### src/rtl/rx_frame_logger.sv
// rx_frame_logger: per-port rising-edge frame capture, round-robin arbitration into a display log FIFO.
// Define RX_LOG_SFD_CHECK_EN to drop frames whose SFD nibble is not 4'b0101 and count them in err_count.
module rx_frame_logger #(
  parameter int DEPTH = 4,
  parameter int PORTS = 4
) (
  input  logic        FPGA_CLK,
  input  logic        sys_rst,
  input  logic [15:0] rx_frame_0,
  input  logic [15:0] rx_frame_1,
  input  logic [15:0] rx_frame_2,
  input  logic [15:0] rx_frame_3,
  input  logic [3:0]  rx_valid,
  input  logic        clear,
  input  logic        disp_next,
  output logic        disp_valid,
  output logic [7:0]  disp_addr,
  output logic [7:0]  disp_payload,
  output logic [4:0]  log_count,
  output logic        overflow,
  output logic [3:0]  err_count
);
  localparam int AW = (DEPTH > 1) ? $clog2(DEPTH) : 1;
`ifdef RX_LOG_SFD_CHECK_EN
  localparam bit SFD_EN = 1'b1;
`else
  localparam bit SFD_EN = 1'b0;
`endif
  logic [PORTS-1:0] prev, pending, rise, gnt_oh;
  logic [15:0]      frame [PORTS];
  logic [15:0]      cap [PORTS];
  logic [1:0]       rr, gnt_port, wr_port;
  logic             gnt, wr_vld, dn_prev, pop, push, sfd_ok;
  logic [15:0]      wr_frame;
  logic [13:0]      mem [DEPTH];
  logic [13:0]      head;
  logic [AW-1:0]    wp, rp;
  always_comb begin
    frame[0] = rx_frame_0;
    frame[1] = rx_frame_1;
    frame[2] = rx_frame_2;
    frame[3] = rx_frame_3;
  end
  // Highest offset first so the port nearest rr wins.
  always_comb begin
    gnt      = 1'b0;
    gnt_port = rr;
    for (int i = PORTS - 1; i >= 0; i--)
      if (pending[rr + 2'(i)]) begin
        gnt      = 1'b1;
        gnt_port = rr + 2'(i);
      end
  end
  always_comb begin
    rise   = rx_valid & ~prev;
    gnt_oh = gnt ? (PORTS'(1) << gnt_port) : '0;
    pop    = disp_next & ~dn_prev & (log_count != 5'd0);
    sfd_ok = !SFD_EN || (wr_frame[15:12] == 4'b0101);
    push   = wr_vld & sfd_ok & ((log_count != 5'(DEPTH)) | pop);
    head   = mem[rp];
  end
  always_ff @(posedge FPGA_CLK or posedge sys_rst) begin
    if (sys_rst) begin
      prev      <= '0;
      pending   <= '0;
      rr        <= '0;
      dn_prev   <= 1'b0;
      wr_vld    <= 1'b0;
      wr_port   <= '0;
      wr_frame  <= '0;
      wp        <= '0;
      rp        <= '0;
      log_count <= '0;
      overflow  <= 1'b0;
      err_count <= '0;
      for (int i = 0; i < PORTS; i++) cap[i] <= '0;
    end else begin
      prev    <= rx_valid;
      dn_prev <= disp_next;
      if (clear) begin
        pending   <= '0;
        wr_vld    <= 1'b0;
        wp        <= '0;
        rp        <= '0;
        log_count <= '0;
        overflow  <= 1'b0;
        err_count <= '0;
      end else begin
        pending  <= (pending & ~gnt_oh) | rise;
        for (int i = 0; i < PORTS; i++) if (rise[i]) cap[i] <= frame[i];
        if (gnt) rr <= gnt_port + 2'd1;
        wr_vld   <= gnt;
        wr_port  <= gnt_port;
        wr_frame <= cap[gnt_port];
        if (push) wp <= wp + AW'(1);
        if (pop) rp <= rp + AW'(1);
        log_count <= log_count + 5'(push) - 5'(pop);
        if (wr_vld && sfd_ok && !push) overflow <= 1'b1;
        if (SFD_EN && wr_vld && !sfd_ok && err_count != 4'hF) err_count <= err_count + 4'd1;
      end
    end
  end
  always_ff @(posedge FPGA_CLK)
    if (push && !clear) mem[wp] <= {wr_port, wr_frame[11:0]};
  always_comb begin
    disp_valid   = log_count != 5'd0;
    disp_addr    = disp_valid ? head[11:4] : 8'h00;
    disp_payload = disp_valid ? {2'b00, head[13:12], head[3:0]} : 8'h00;
  end
endmodule

### config.mk
export PLATFORM = sky130hd
export DESIGN_NAME = rx_frame_logger
export DESIGN_NICKNAME = d
export VERILOG_FILES = /design/src/rtl/rx_frame_logger.sv
export SDC_FILE = /design/constraint.sdc
export NUM_CORES = 1
export LEC_CHECK = 0
export BUFFER_PORTS_ARGS = -buffer_cell sky130_fd_sc_hd__buf_2
export CORE_MARGIN = 1
export CORE_UTILIZATION = 30
export DETAILED_ROUTE_END_ITERATION = 7
export GPL_TIMING_DRIVEN = 0
export REMOVE_ABC_BUFFERS = 1
export SYNTH_ARGS = -nofsm -noshare
export SYNTH_HDL_FRONTEND = slang
export SYNTH_SLANG_ARGS = --single-unit
### constraint.sdc
create_clock -name FPGA_CLK -period 2.9 [get_ports FPGA_CLK]
set_input_delay 0.29 -clock FPGA_CLK [delete_from_list [all_inputs] [get_ports FPGA_CLK]]
set_output_delay 0.29 -clock FPGA_CLK [all_outputs]
set_load 0.05 [all_outputs]
# Word-level counts from Yosys, hierarchy flattened
# Memory sizes are Yosys's and may differ from the RTL's.
# Index checks and enable logic that the tools add are counted.
# W data, S select, Z words.
# classes
n_addsub,8
magnitude_cmp,5
eq_ne,1
shift,1
muxes,33
bitwise,12
reduce_logical,13
# op_table
operator,count
$bmux W16 S2,1
$mux W12,2
$mux W2,8
$mux W1,13
$lt A2 B3 Y1 const B,4
$reduce_and A2 Y1,5
$add A2 B1 Y2 const B,4
$and A4 B4 Y4,2
$bmux W1 S2,4
$mux W4,2
$mux W8,1
$not A4 Y4,2
$mux W6,1
$reduce_bool A2 Y1,3
$add A5 B1 Y5,1
$mux W5,1
$ne A5 B3 Y1 const B,1
$reduce_bool A5 Y1,1
$sub A5 B1 Y5,1
$add A2 B2 Y2 const B,2
$or A4 B4 Y4,1
$shl A1 B2 Y4 const A,1
$and A1 B1 Y1,3
$ge A3 B3 Y1 const B,1
other kinds (5),8
# totals
reg_bits,100
ram_bits,56
out_inout_bits,27
word_cells,89
mem_count,1
# mem_list
name,words,word_bits,read_ports,rd_ports_with_merged_regs,write_ports,line,text
mem,4,14,1,0,1,35,logic [13:0] mem [DEPTH];

# Logic depth before layout (Yosys ltp)
# logic_depth
depth_word,13
ltp_mapped,12
depth_no_buf,12

# Worst setup path before layout
# Ideal clock, no wire load.
# synth_path
path_type,register to register
startpoint,register log_count[2]
endpoint,register log_count[4]
setup_time_ps,78
arrival_time_ps,3060
required_ps,2822
setup_slack_ps,-238
stages_incl_launch_ff,13
period_less_slack_ps,3138
path_cell_list,dfrtp_1 inv_1 ha_1 nor4b_2 nor3b_1 nand2b_1 o21ai_0 ha_1 fa_1 a21oi_1 nor2_1 or3_1 a21oi_1
# synth_between
elab_chain_len,7
word_cells_on_any_way,8
cone_classes,2 x add/sub; 1 x eq/ne; 1 x mux; 3 x bitwise; 1 x reduce/logical
# synth_lines
item,line,text
"start, declared",19,"output logic [4:0] log_count,"
"start signal, assigned",97,log_count <= log_count + 5'(push) - 5'(pop);
$reduce_bool A5 Y1,57,pop = disp_next & ~dn_prev & (log_count != 5'd0);
$and A1 B1 Y1,57,
$or A1 B1 Y1,59,push = wr_vld & sfd_ok & ((log_count != 5'(DEPTH)) | pop);
$and A1 B1 Y1,59,
$add A5 B1 Y5,97,
$sub A5 B1 Y5 *,97,
$mux W5 *,80,if (clear) begin
# Every way passes the cells marked *; elsewhere a longest branch is shown, timed or not.
# A chain may end at the register's enable or synchronous reset.

# Worst setup path in the final report
# layout_path
startpoint,register log_count[3]
endpoint,register log_count[4]
# The elaborated chain is that of the path after synthesis.

==> run_results.csv <==
group,metric,value,unit
clock_network,worstSkewPairLatency,410,ps
sta,tns,0,ps
placed_design,place_area,6753,um^2
synthesis,synth_top_area_frac,0.3471,
pwr,p_switching,0.002536,W
die,die_area,20760,um^2
sta,fin_skew,6.502,ps
clock_network,cts_tree,"built",
drt,wirelength,12750,um
drt,antenna_left,0,
pwr,intPower,0.004563,W
job,max_cap_viol_count,0,
critical_path,required,3220,ps
critical_path,rr_endpoint,"log_count[4]",
placed_design,place_congestion,0.6986,
global_routing,antenna_found_initial,0,
critical_path,start_kind,"flop",
sta,fmax,0.3679,GHz
pwr,switching_share,0.3572,
synthesis,synthCells,403,
critical_path,slowest_delay,390,ps
synthesis,synthMuxAreaShare,0.1647,
global_routing,grt_pass1_wl,20590,um
sta,hold_viol_final,0,
die,initial_core_util,0.3081,
drt,vias,3588,
clock_network,cts.htree.levels,4,
drt,drc,0,
synthesis,ys_types,41,
placed_design,io_buffers,76,
min_path,worst_hold_path.endpoint,"cap[58]",
synthesis,syn_area,6056,um^2
sta,maxSlewViolCount,0,
critical_path,ff2ff_path_depth,12,
layout,area_growth_syn_to_layout,22.75,%
sta,rsz0062_at_grt,"no",
placed_design,dpl.hpwl,8699,um
critical_path,r2r_slack,180,ps
sta,tightest_slew,979.9,ps
sta,min_period_over_period,0.9374,
pwr,power_density,955.1,nW/um^2
critical_path,critPathMaxFanout,5,
global_routing,overflow,0,
drt,drt_iter0_drc,166,
pwr,p_leak,3.016,nW
layout,fin_area,7433,um^2
drt,wl_per_cell,16.60,um
synthesis,synthSimpleGateAreaFrac,0.08058,
min_path,hold_depth,2,
die,fp.coreArea,19650,um^2
synthesis,synth_compound_area_frac,0.05289,
clock_network,clockRootBuffer,"clkbuf_16",
die,fp-row-count,51,
drt,dr.pass1.iters,5,
synthesis,synth.largest_area_cell,"dfrtp_1",
die,die_h,144.1,um
synthesis,synth_flop_cell,"dfrtp_1",
synthesis,yosysSeqAreaShare,0.6248,
global_routing,grt_pass1_vias,3870,
synthesis,synth_top_family_by_area,"multiplexers",
die,die_w,144.1,um
critical_path,critPathCaptureType,"flop",
min_path,hold_start,"rx_frame_0[10]",
pwr,comb_power_share,0.308,
sta,final.min_clock_period,2718,ps
critical_path,path_class,"reg2reg",
critical_path,crit_path_frequent_cell,"ha_1",
synthesis,synthAdderAreaFrac,0.03017,
synthesis,yosysMostFrequentCell,"dfrtp_1",
pwr,ir_worst_vdd,0.4886,mV
clock_network,cts_max_path_buffers,2,
synthesis,yosys_warnings,0,
sta,setup_viol,0,
critical_path,crit_slowest_cell,"dfrtp_1",
critical_path,crit-reg2reg-launch,"log_count[3]",
die,ios,99,
synthesis,synthTopCellsByArea,"dfrtp_1 (35%), edfxtp_1 (28%), mux2_2 (9.1%), mux4_2 (5.2%), ha_1 (2.7%)",
global_routing,grt.total_usage,0.1355,
drt,via_per_inst,4.672,
synthesis,synth_xor_area_frac,0.008678,
critical_path,worstPathArrival,3040,ps
layout,finish.net_count,576,
layout,final_core_util,0.3782,
synthesis,synthTopCellsByCount,"dfrtp_1 (84), edfxtp_1 (56), mux2_2 (49), inv_1 (21), nor2b_1 (17)",
sta,maxSlewHeadroom,0.3467,
critical_path,cp_cell_sequence,"inv_1, ha_1, nor4b_4, nor3b_4, nand2b_1, o21ai_0, ha_1, fa_2, a21oi_2, nor2_1, or3_1, a21oi_1",
pwr,seqPwrFrac,0.403,
layout,drive_gt1_frac,0.3996,
synthesis,synth_area_per_cell,15.03,um^2
status,status,"completed",
clock_network,clock-sinks,140,
layout,antennaDiodeCount,0,
clock_network,numCtsBuffers,17,
synthesis,synth_edf_count,56,
clock_network,clk_pin_slew_worst_paths,60,ps
global_routing,grt_max_degree,74,
pwr,clockPowerShare,0.289,
synthesis,synth-async-reset-ratio,0.6000,
min_path,hold_class,"in2reg",
synthesis,ys_seq_elements,140,
==> worst max-delay path by stage <==
stage                            start  slack (ps)  cells after the start           end
after floorplan           log_count[3]        -520                     12  log_count[4]
after global placement    log_count[2]       -1050                     12  log_count[4]
after detailed placement    pending[3]        -790                      6         rr[1]
after CTS                 log_count[3]          50                     12  log_count[4]
after global routing             rp[0]          40                      3  disp_addr[6]
final                     log_count[3]         180                     12  log_count[4]
==> cell usage in the layout, fill, tap and decap left out, drive strengths merged, types with 2 or more instances in the layout <==
cell / netlist / routed
dfrtp: 84 / 84
buf: 15 / 84
edfxtp: 56 / 56
mux2: 49 / 49
inv: 22 / 26
clkbuf: 12 / 21
nor2b: 17 / 17
mux4: 14 / 14
mux2i: 13 / 13
ha: 13 / 13
nor4b: 13 / 13
a221oi: 12 / 12
a2111oi: 12 / 12
nor2: 11 / 11
nor3b: 9 / 9
a21oi: 7 / 7
nand2b: 6 / 6
conb: 1 / 6
dlygate4sd3: 0 / 6
clkinv: 0 / 6
or2: 5 / 5
and2: 5 / 5
o21ai: 5 / 5
xnor2: 4 / 4
nand2: 4 / 4
or3: 3 / 3
xor2: 2 / 2
==> sequential cells by signal (all words and copies together), names as in the netlist, 4 cells and up <==
| name | flops |
|---|---|
| log_count | 5 |
| cap | 48 |
| wr_frame | 12 |
| prev | 4 |
| mem | 56 |
| pending | 4 |
==> kinds of logic after synthesis <==
logic type / Yosys count
flip-flops: 140
XOR/XNOR: 6
AO/OA/AOI/OAI: 41
adder cells (fa/ha/maj): 14
multiplexers: 76
AND/OR/NAND/NOR: 76
buffers and inverters: 49
other: 1
==> layout make-up <==
class,count,area [um^2]
repair buffers,90,535.5
fillers,1952,12220
flip-flops and latches,140,3784
inverters,22,85.08
clock buffers,21,493.0
multi-input cells,219,2128
clock inverters,11,76.32
well taps,265,331.6
==> critical path: cells and delay by family (launching register included) <==
kind	cells	cell delay [ps]
fa+ha+maj	3	790
flops	1	390
simple gates	5	1010
compound gates	3	380
buf+inv	1	80
==> routing by layer <==
metal | track usage | part of all wire | wire [um] | vias to the layer above
li1 | - | - | - | 1663
met1 | 0.1749 | 0.46 | 5858 | 1829
met2 | 0.2148 | 0.48 | 6141 | 78
met3 | 0.03311 | 0.039 | 498 | 18
met4 | 0.06103 | 0.020 | 252 | 0
met5 | 0 | 0 | 0 | -
==> per-stage QoR <==
stage / hold WS (ps) / total power (W) / setup WS [ps] / std cells
floorplan: 321.4 / 0.004382 / -519.4 / 381
global placement: 410.5 / 0.004940 / -1048 / 722
detailed placement: 221.1 / 0.005061 / -786.0 / 728
CTS: 85.33 / 0.007171 / 50.37 / 767
global route: 85.07 / 0.007502 / 37.33 / 768
finish: 103.6 / 0.007099 / 181.6 / 768
==> power by group through the flow <==
stage	sequential, W	combinational [W]	clock [W]
after detailed placement	0.00290	0.00216	0
after floorplan	0.00285	0.00153	0
after global routing	0.00292	0.00239	0.00219
after global placement	0.00285	0.00209	0
after CTS	0.00287	0.00220	0.00210
final	0.00286	0.00219	0.00205
==> repair_timing <==
action	CTS	global route
buffers inserted	1	1
endpoints found under the hold margin	16	0
resized for setup	7	3
pin swaps	0	1
endpoints found under the setup margin	79	1
hold buffers	6	0
Power figures use the tool's default switching activity.
